**src/rtl/scan_code_transmitter.sv**
```systemverilog
// Serial scan-code transmitter: start bit, eight data bits LSB first, odd parity, stop bit,
// with a generated frame clock and a guard interval before the next frame is accepted.
module scan_code_transmitter #(
    parameter int HALF_PERIOD = 4
) (
    input  logic       clk,
    input  logic       rst_n,
    input  logic [7:0] txData,
    input  logic       txValid,
    output logic       txReady,
    output logic       serialClk,
    output logic       serialData,
    output logic       txDone
);
    // state | meaning
    // IDLE  | waiting for a request; lines high, txReady high
    // SHIFT | 11 frame bits, each one serialClk period (high phase then low phase)
    // GUARD | lines held high for one serialClk period before returning to IDLE

    localparam int CW = $clog2(2 * HALF_PERIOD);
    localparam logic [CW-1:0] LAST_CNT = CW'(2 * HALF_PERIOD - 1);
    localparam logic [CW-1:0] HALF_CNT = CW'(HALF_PERIOD);

    typedef enum logic [1:0] {IDLE, SHIFT, GUARD} state_t;

    state_t        state;
    logic [CW-1:0] cnt;
    logic [CW-1:0] cnt_next;
    logic [3:0]    bit_idx;
    logic [10:0]   frame;

    assign cnt_next = (cnt == LAST_CNT) ? '0 : cnt + 1'b1;

    always_ff @(posedge clk or negedge rst_n) begin
        if (!rst_n) begin
            state      <= IDLE;
            cnt        <= '0;
            bit_idx    <= '0;
            frame      <= '1;
            serialClk  <= 1'b1;
            serialData <= 1'b1;
            txReady    <= 1'b1;
            txDone     <= 1'b0;
        end else begin
            txDone <= 1'b0;
            case (state)
                IDLE: begin
                    if (txValid && txReady) begin
                        state      <= SHIFT;
                        cnt        <= '0;
                        bit_idx    <= '0;
                        frame      <= {1'b1, ~^txData, txData, 1'b0};
                        serialClk  <= 1'b1;
                        serialData <= 1'b0;
                        txReady    <= 1'b0;
                    end
                end
                SHIFT: begin
                    cnt       <= cnt_next;
                    serialClk <= (cnt_next < HALF_CNT);
                    if (cnt == LAST_CNT) begin
                        if (bit_idx == 4'd10) begin
                            state      <= GUARD;
                            bit_idx    <= '0;
                            serialClk  <= 1'b1;
                            serialData <= 1'b1;
                        end else begin
                            // frame[0] is always the bit on the line; shift in stop-level ones
                            bit_idx    <= bit_idx + 4'd1;
                            frame      <= {1'b1, frame[10:1]};
                            serialData <= frame[1];
                        end
                    end
                end
                GUARD: begin
                    cnt <= cnt_next;
                    if (cnt == LAST_CNT) begin
                        state   <= IDLE;
                        txReady <= 1'b1;
                        txDone  <= 1'b1;
                    end
                end
                default: state <= IDLE;
            endcase
        end
    end
endmodule

```
**config.mk**
```make
export PLATFORM = sky130hd
export DESIGN_NAME = scan_code_transmitter
export DESIGN_NICKNAME = d
export VERILOG_FILES = /design/src/rtl/scan_code_transmitter.sv
export SDC_FILE = /design/constraint.sdc
export NUM_CORES = 1
export LEC_CHECK = 0
export ABC_CLOCK_PERIOD_IN_PS = 1640
export BUFFER_PORTS_ARGS = -buffer_cell sky130_fd_sc_hd__buf_4
export CORE_ASPECT_RATIO = 1.25
export CORE_UTILIZATION = 54
export CTS_BUF_LIST = sky130_fd_sc_hd__clkbuf_2 sky130_fd_sc_hd__clkbuf_4 sky130_fd_sc_hd__clkbuf_8
export DETAILED_ROUTE_END_ITERATION = 7
export MAX_ROUTING_LAYER = met4
export PLACE_DENSITY = 0.78
export SLEW_MARGIN = 20
export SYNTH_ARGS = -nofsm -noshare
export SYNTH_HDL_FRONTEND = slang
export SYNTH_SLANG_ARGS = --single-unit
```
**constraint.sdc**
```tcl
create_clock -name clk -period 1.64 [get_ports clk]
set_input_delay 0.164 -clock clk [delete_from_list [all_inputs] [get_ports clk]]
set_output_delay 0.164 -clock clk [all_outputs]
set_load 0.02 [all_outputs]
```
# --- After elaboration in Yosys (flattened, before gate mapping) ---
# Index checks and enable logic that the tools add are counted.
op_classes:
  addsub: 2
  order_cmp: 1
  eq_ne: 9
  mux: 28
  n_reduce_logical: 13
op_table:
  columns: ["op", "n"]
  rows:
  - ["11-bit 2-to-1 mux", 3]
  - ["11-bit one-hot mux with 2 select lines", 1]
  - ["4-bit 2-to-1 mux", 3]
  - ["2-bit != test (second input constant)", 5]
  - ["1-bit 2-to-1 mux", 9]
  - ["2-bit 2-to-1 mux", 4]
  - ["4-bit one-hot mux with 2 select lines", 1]
  - ["4-bit AND reduction", 2]
  - ["8-bit XNOR reduction", 1]
  - ["3-bit 2-to-1 mux", 2]
  - ["1-bit one-hot mux with 2 select lines", 3]
  - ["2-bit one-hot mux with 3 select lines", 1]
  - ["3-bit one-hot mux with 2 select lines", 1]
  - ["3-bit AND reduction", 2]
  - ["2-bit nonzero test", 3]
  - ["4-bit by 1-bit adder with 4-bit output (second input constant)", 1]
  - ["4-bit equality test (second input constant)", 1]
  - ["2-bit AND reduction", 2]
  - ["3-bit by 1-bit adder with 3-bit output (second input constant)", 1]
  - ["3-bit equality test (second input constant)", 1]
  - ["3-bit less-than comparator (second input constant)", 1]
  - ["2-bit by 1-bit equality test with 1-bit output (second input constant)", 1]
  - ["2-bit equality test (second input constant)", 1]
  - ["2-bit logical NOT", 1]
  - ["other kinds (2)", 2]
totals:
  register_bits: 24
  in_bits: 11
  out_inout_bits: 4
  elab_cells: 61

# --- Depth between registers and ports, before layout ---
depth:
  depth_word: 6
  ltp_mapped: 7
  mapped_depth_nobuf: 6

# --- Worst setup path after synthesis ---
# Ideal clock, no wire load.
synth_path:
  path_kind: "register to register"
  start: "register state[0]"
  end: "register frame[7]"
  setup_ns: 0.068
  t_arrival_ns: 1.629
  required_ns: 1.572
  slack_ns: -0.057
  path_stages_with_launch: 8
  path_buffers: 1
  period_less_slack_ns: 1.697
  cell_sequence: "dfrtp_1 > inv_1 > ha_1 > nand2b_2 > a221oi_4 > buf_6 > nor2_1 > a21oi_2"
synth_via:
  elab_chain_len: 3
  word_cells_on_any_way: 8
  cone_classes: "4 x eq/ne; 1 x mux; 3 x reduce/logical"
synth_lines:
  columns: ["element", "line_no", "source"]
  rows:
  - ["start, declared", "26", "state_t state;"]
  - ["start signal, assigned", "36", "state <= IDLE;"]
  - ["start signal, assigned", "49", "state <= SHIFT;"]
  - ["start signal, assigned", "63", "state <= GUARD;"]
  - ["2-bit by 1-bit equality test with 1-bit output / 2-bit logical NOT (equally long branches)", "46", "case (state)"]
  - ["2-bit != test (no source line) / 2-bit nonzero test (equally long branches)", null, null]
  - ["4-bit AND reduction (no source line)", null, null]
  - ["end signal, assigned", "52", "frame <= {1'b1, ~^txData, txData, 1'b0};"]
  - ["end signal, assigned", "70", "frame <= {1'b1, frame[10:1]};"]
  - ["end, declared", "30", "logic [10:0] frame;"]
# Parallel ways exist; a longest one is shown, timed or not.
# A chain may end at the register's enable or synchronous reset.

# --- Final worst setup path ---
layout_path:
  start: "register bit_idx[0]"
  end: "register state[0]"
layout_via:
  elab_chain_len: 3
layout_lines:
  columns: ["element", "line_no", "source"]
  rows:
  - ["start, declared", "29", "logic [3:0] bit_idx;"]
  - ["start signal, assigned", "69", "bit_idx <= bit_idx + 4'd1;"]
  - ["4-bit equality test", "62", "if (bit_idx == 4'd10) begin"]
  - ["2-bit != test (no source line)", null, null]
  - ["4-bit AND reduction (no source line)", null, null]
  - ["end signal, assigned", "63", null]
  - ["end signal, assigned", "78", "state <= IDLE;"]
  - ["end signal, assigned", "83", "default: state <= IDLE;"]
# No other way between the ends.

==> results.yml <==
global_routing:
  grt_pass1_vias: 1019
  grt_max_degree: 23
  grt_pass1_wl_mm: 4.24
  antenna_found_initial: 0
  track_usage: 0.231
  overflow: 0
placed_design:
  dp_hpwl_mm: 1.82
  place_congestion: 0.901
  port_buffers: 14
  dp.cells: 174
floorplanning:
  die_w_um: 45.3
  rows: 19
  core_area_um2: 2210
  io_pins: 15
  fp.dieH_um: 56.1
  die_area_um2: 2540
  start_util: 0.573
status:
  status: "complete, no violations"
critical_path:
  worstPathRequired_ns: 1.86
  slowest_delay_ns: 0.41
  crit_path_cell_trace: "inv_1, ha_1, and3b_2, o221ai_1, nor2_1, mux2_2"
  rrSetupSlack_ns: 0.02
  cp-start-kind: "register"
  path_buf_inv: 1
  crit_type: "register to register"
  crit_family: "flip-flops"
  cp-end-kind: "register"
  reg2regPathDepth: 6
  r2r-start: "bit_idx[0]$_DFFE_PN0P_"
  path_max_fanout: 3
  critPathSlowestCell: "dfrtp_1"
  crit_arrival_ns: 1.84
  reg2reg_to: "state[0]$_DFFE_PN0P_"
clock_network:
  cts_buffers: 3
  cts_htree_levels: 1
  clkLatencyLatePin_ns: 0.32
  path_clk_slew_ns: 0.13
  cts.sinks: 22
  clk_path_buf_depth: 2
  cts-root-buf: "clkbuf_4"
  cts_tree: "built"
pwr:
  p_leak_nw: 0.682
  power_mw: 1.07
  cellPowerDensity_nw_per_um2: 659
  ir_drop_uv: 674
route:
  route.detailed.drc: 0
  wl_mm: 2.41
  drtAntennaViolNets: 0
  wl_per_cell_um: 13.2
  firstDrtPassIters: 4
  vias: 976
  routed_via_density: 5.36
  drt_iter0_markers: 13
yosys:
  synth.distinct_cells: 33
  syn_nets: 142
  ys_seq_area_frac: 0.447
  synth_seq_cells: 22
  synth_cells: 121
  syn_area_per_cell_um2: 10.5
  syn_area_um2: 1270
  yosys_warnings: 0
layout:
  antenna_cells: 0
  fin_nets: 173
  area_growth_pct: 28.2
  final_core_utilization: 0.734
  instances_no_fill: 182
  drive_gt1_frac: 0.397
hold_path:
  hold_path_depth: 3
  worstHoldEndpoint: "frame[3]$_DFFE_PN1P_"
  hold_class: "input port to register"
  holdCritStartpoint: "txData[2]"
sta:
  worst_pin_slew_ns: 0.346
  slew_headroom: 0.767
  setup_violations: 0
  finClkSkew_ns: 0.00505
  fmax_mhz: 616
  fin_crit_ns: 1.62
  period_share: 0.990
  rsz0062_at_grt: "yes"
  slew_violations: 0
  final_hold_viol_count: 0
flow_run:
  maxCapViolations: 0
## cells by family after synthesis
| logic type | count (synthesis) | share of synthesized area |
|---|---|---|
| adder cells (fa/ha/maj) | 10 | 0.0988 |
| AND/OR/NAND/NOR | 32 | 0.125 |
| flip-flops | 22 | 0.447 |
| AO/OA/AOI/OAI | 28 | 0.153 |
| multiplexers | 10 | 0.0840 |
| XOR/XNOR | 7 | 0.0484 |
| buffers and inverters | 12 | 0.0445 |
## routing by layer
layer	vias to the layer above	part of all wire	GRT usage
met2	19	0.54	0.387
met5	-	0	-
met1	472	0.41	0.264
li1	479	-	-
met3	6	0.025	0.0292
met4	0	0.024	0.108
## sequential cells by signal, summed over array words and instances, names as in the netlist
signal,flops
serialClk,1
frame,9
state,2
cnt,3
bit_idx,4
serialData,1
txDone,1
txReady,1
## power by group
group	switching (mW)	internal, mW	total, mW
Sequential	0.00566	0.561	0.567
Clock	0.172	0.247	0.419
Combinational	0.0385	0.0441	0.0826
Total	0.216	0.853	1.07
## worst reg2reg max path, cell delays in order (launching register included)
cell and delay, ns:
dfrtp_1 0.41, inv_1 0.06, ha_1 0.16, and3b_2 0.25
o221ai_1 0.17, nor2_1 0.14, mux2_2 0.35
## placed cells by master, fill, tap and decap left out, types with 2 or more instances in the layout
master,n
o21ai_0,7
inv_2,2
dfstp_2,12
nand2_1,5
xnor2_1,6
a22o_1,2
ha_2,2
nor2_1,16
buf_4,26
clkbuf_4,3
inv_1,8
a31oi_1,3
ha_4,4
mux2i_1,8
ha_1,4
dfrtp_1,10
a21oi_1,9
## cells in the mapped netlist
master	number	area, µm²
and2_1	1	6.26
nand2_1	5	18.8
and3b_1	1	8.76
nor2_1	16	60.1
a221oi_4	1	26.3
buf_6	1	11.3
nand3_1	2	10.0
nand2b_2	1	8.76
nand2b_1	1	6.26
dfrtp_1	10	250
a21oi_2	1	8.76
or4_1	1	7.51
buf_4	1	7.51
nor2b_1	1	6.26
a21oi_1	9	45.0
a21bo_2	1	10.0
o21ai_0	8	40.0
nand4_1	1	6.26
xnor2_1	6	52.6
a32o_1	1	10.0
xor2_1	1	8.76
inv_1	10	37.5
mux2_2	1	11.3
o221ai_1	1	8.76
nand2_4	1	11.3
ha_1	10	125
dfstp_2	12	315
a22o_1	2	17.5
nand3b_1	1	7.51
o22a_1	1	8.76
mux2i_1	8	80.1
a31oi_1	3	18.8
mux2_4	1	15.0
## timing repair
action                     4_1_cts  5_1_grt
pin swaps                        0        1
buffers inserted                 1        2
setup endpoints to repair       13       12
hold endpoints to repair        22        0
resized for setup                4        9
hold buffers                     1        0
## metrics by stage
step | area [µm²] | setup WS, ns | setup TNS [ns] | hold slack (ns)
3_5_place_dp | 1480 | -0.0452 | -0.0972 | 0.0638
3_3_place_gp | 1480 | 0.0238 | 0 | 0.0632
6_report | 1620 | 0.0162 | 0 | 0.143
5_1_grt | 1620 | -0.0586 | -0.317 | 0.132
2_1_floorplan | 1280 | 0.00668 | 0 | -0.132
4_1_cts | 1570 | -0.0278 | -0.0278 | 0.142
## final cells by class
cell class	count	area, µm²
clock buffers	3	22.5
clock inverters	1	30.0
fillers	167	588
inverters	10	37.5
multi-input cells	87	712
flip-flops and latches	22	566
well taps	31	38.8
repair buffers	28	216
## how the worst max path moves through the flow
stage	startpoint	endpoint	cells past startpoint	slack, ns
floorplan	state[0]$_DFFE_PN0P_	frame[7]$_DFFE_PN1P_	7	0.007
global placement	cnt[0]$_DFFE_PN0P_	bit_idx[3]$_DFFE_PN0P_	6	0.02
detailed placement	cnt[0]$_DFFE_PN0P_	bit_idx[3]$_DFFE_PN0P_	6	-0.05
CTS	cnt[0]$_DFFE_PN0P_	bit_idx[3]$_DFFE_PN0P_	6	-0.03
global route	bit_idx[0]$_DFFE_PN0P_	state[0]$_DFFE_PN0P_	6	-0.06
finish	bit_idx[0]$_DFFE_PN0P_	state[0]$_DFFE_PN0P_	6	0.02
Power figures use the tool's default switching activity.
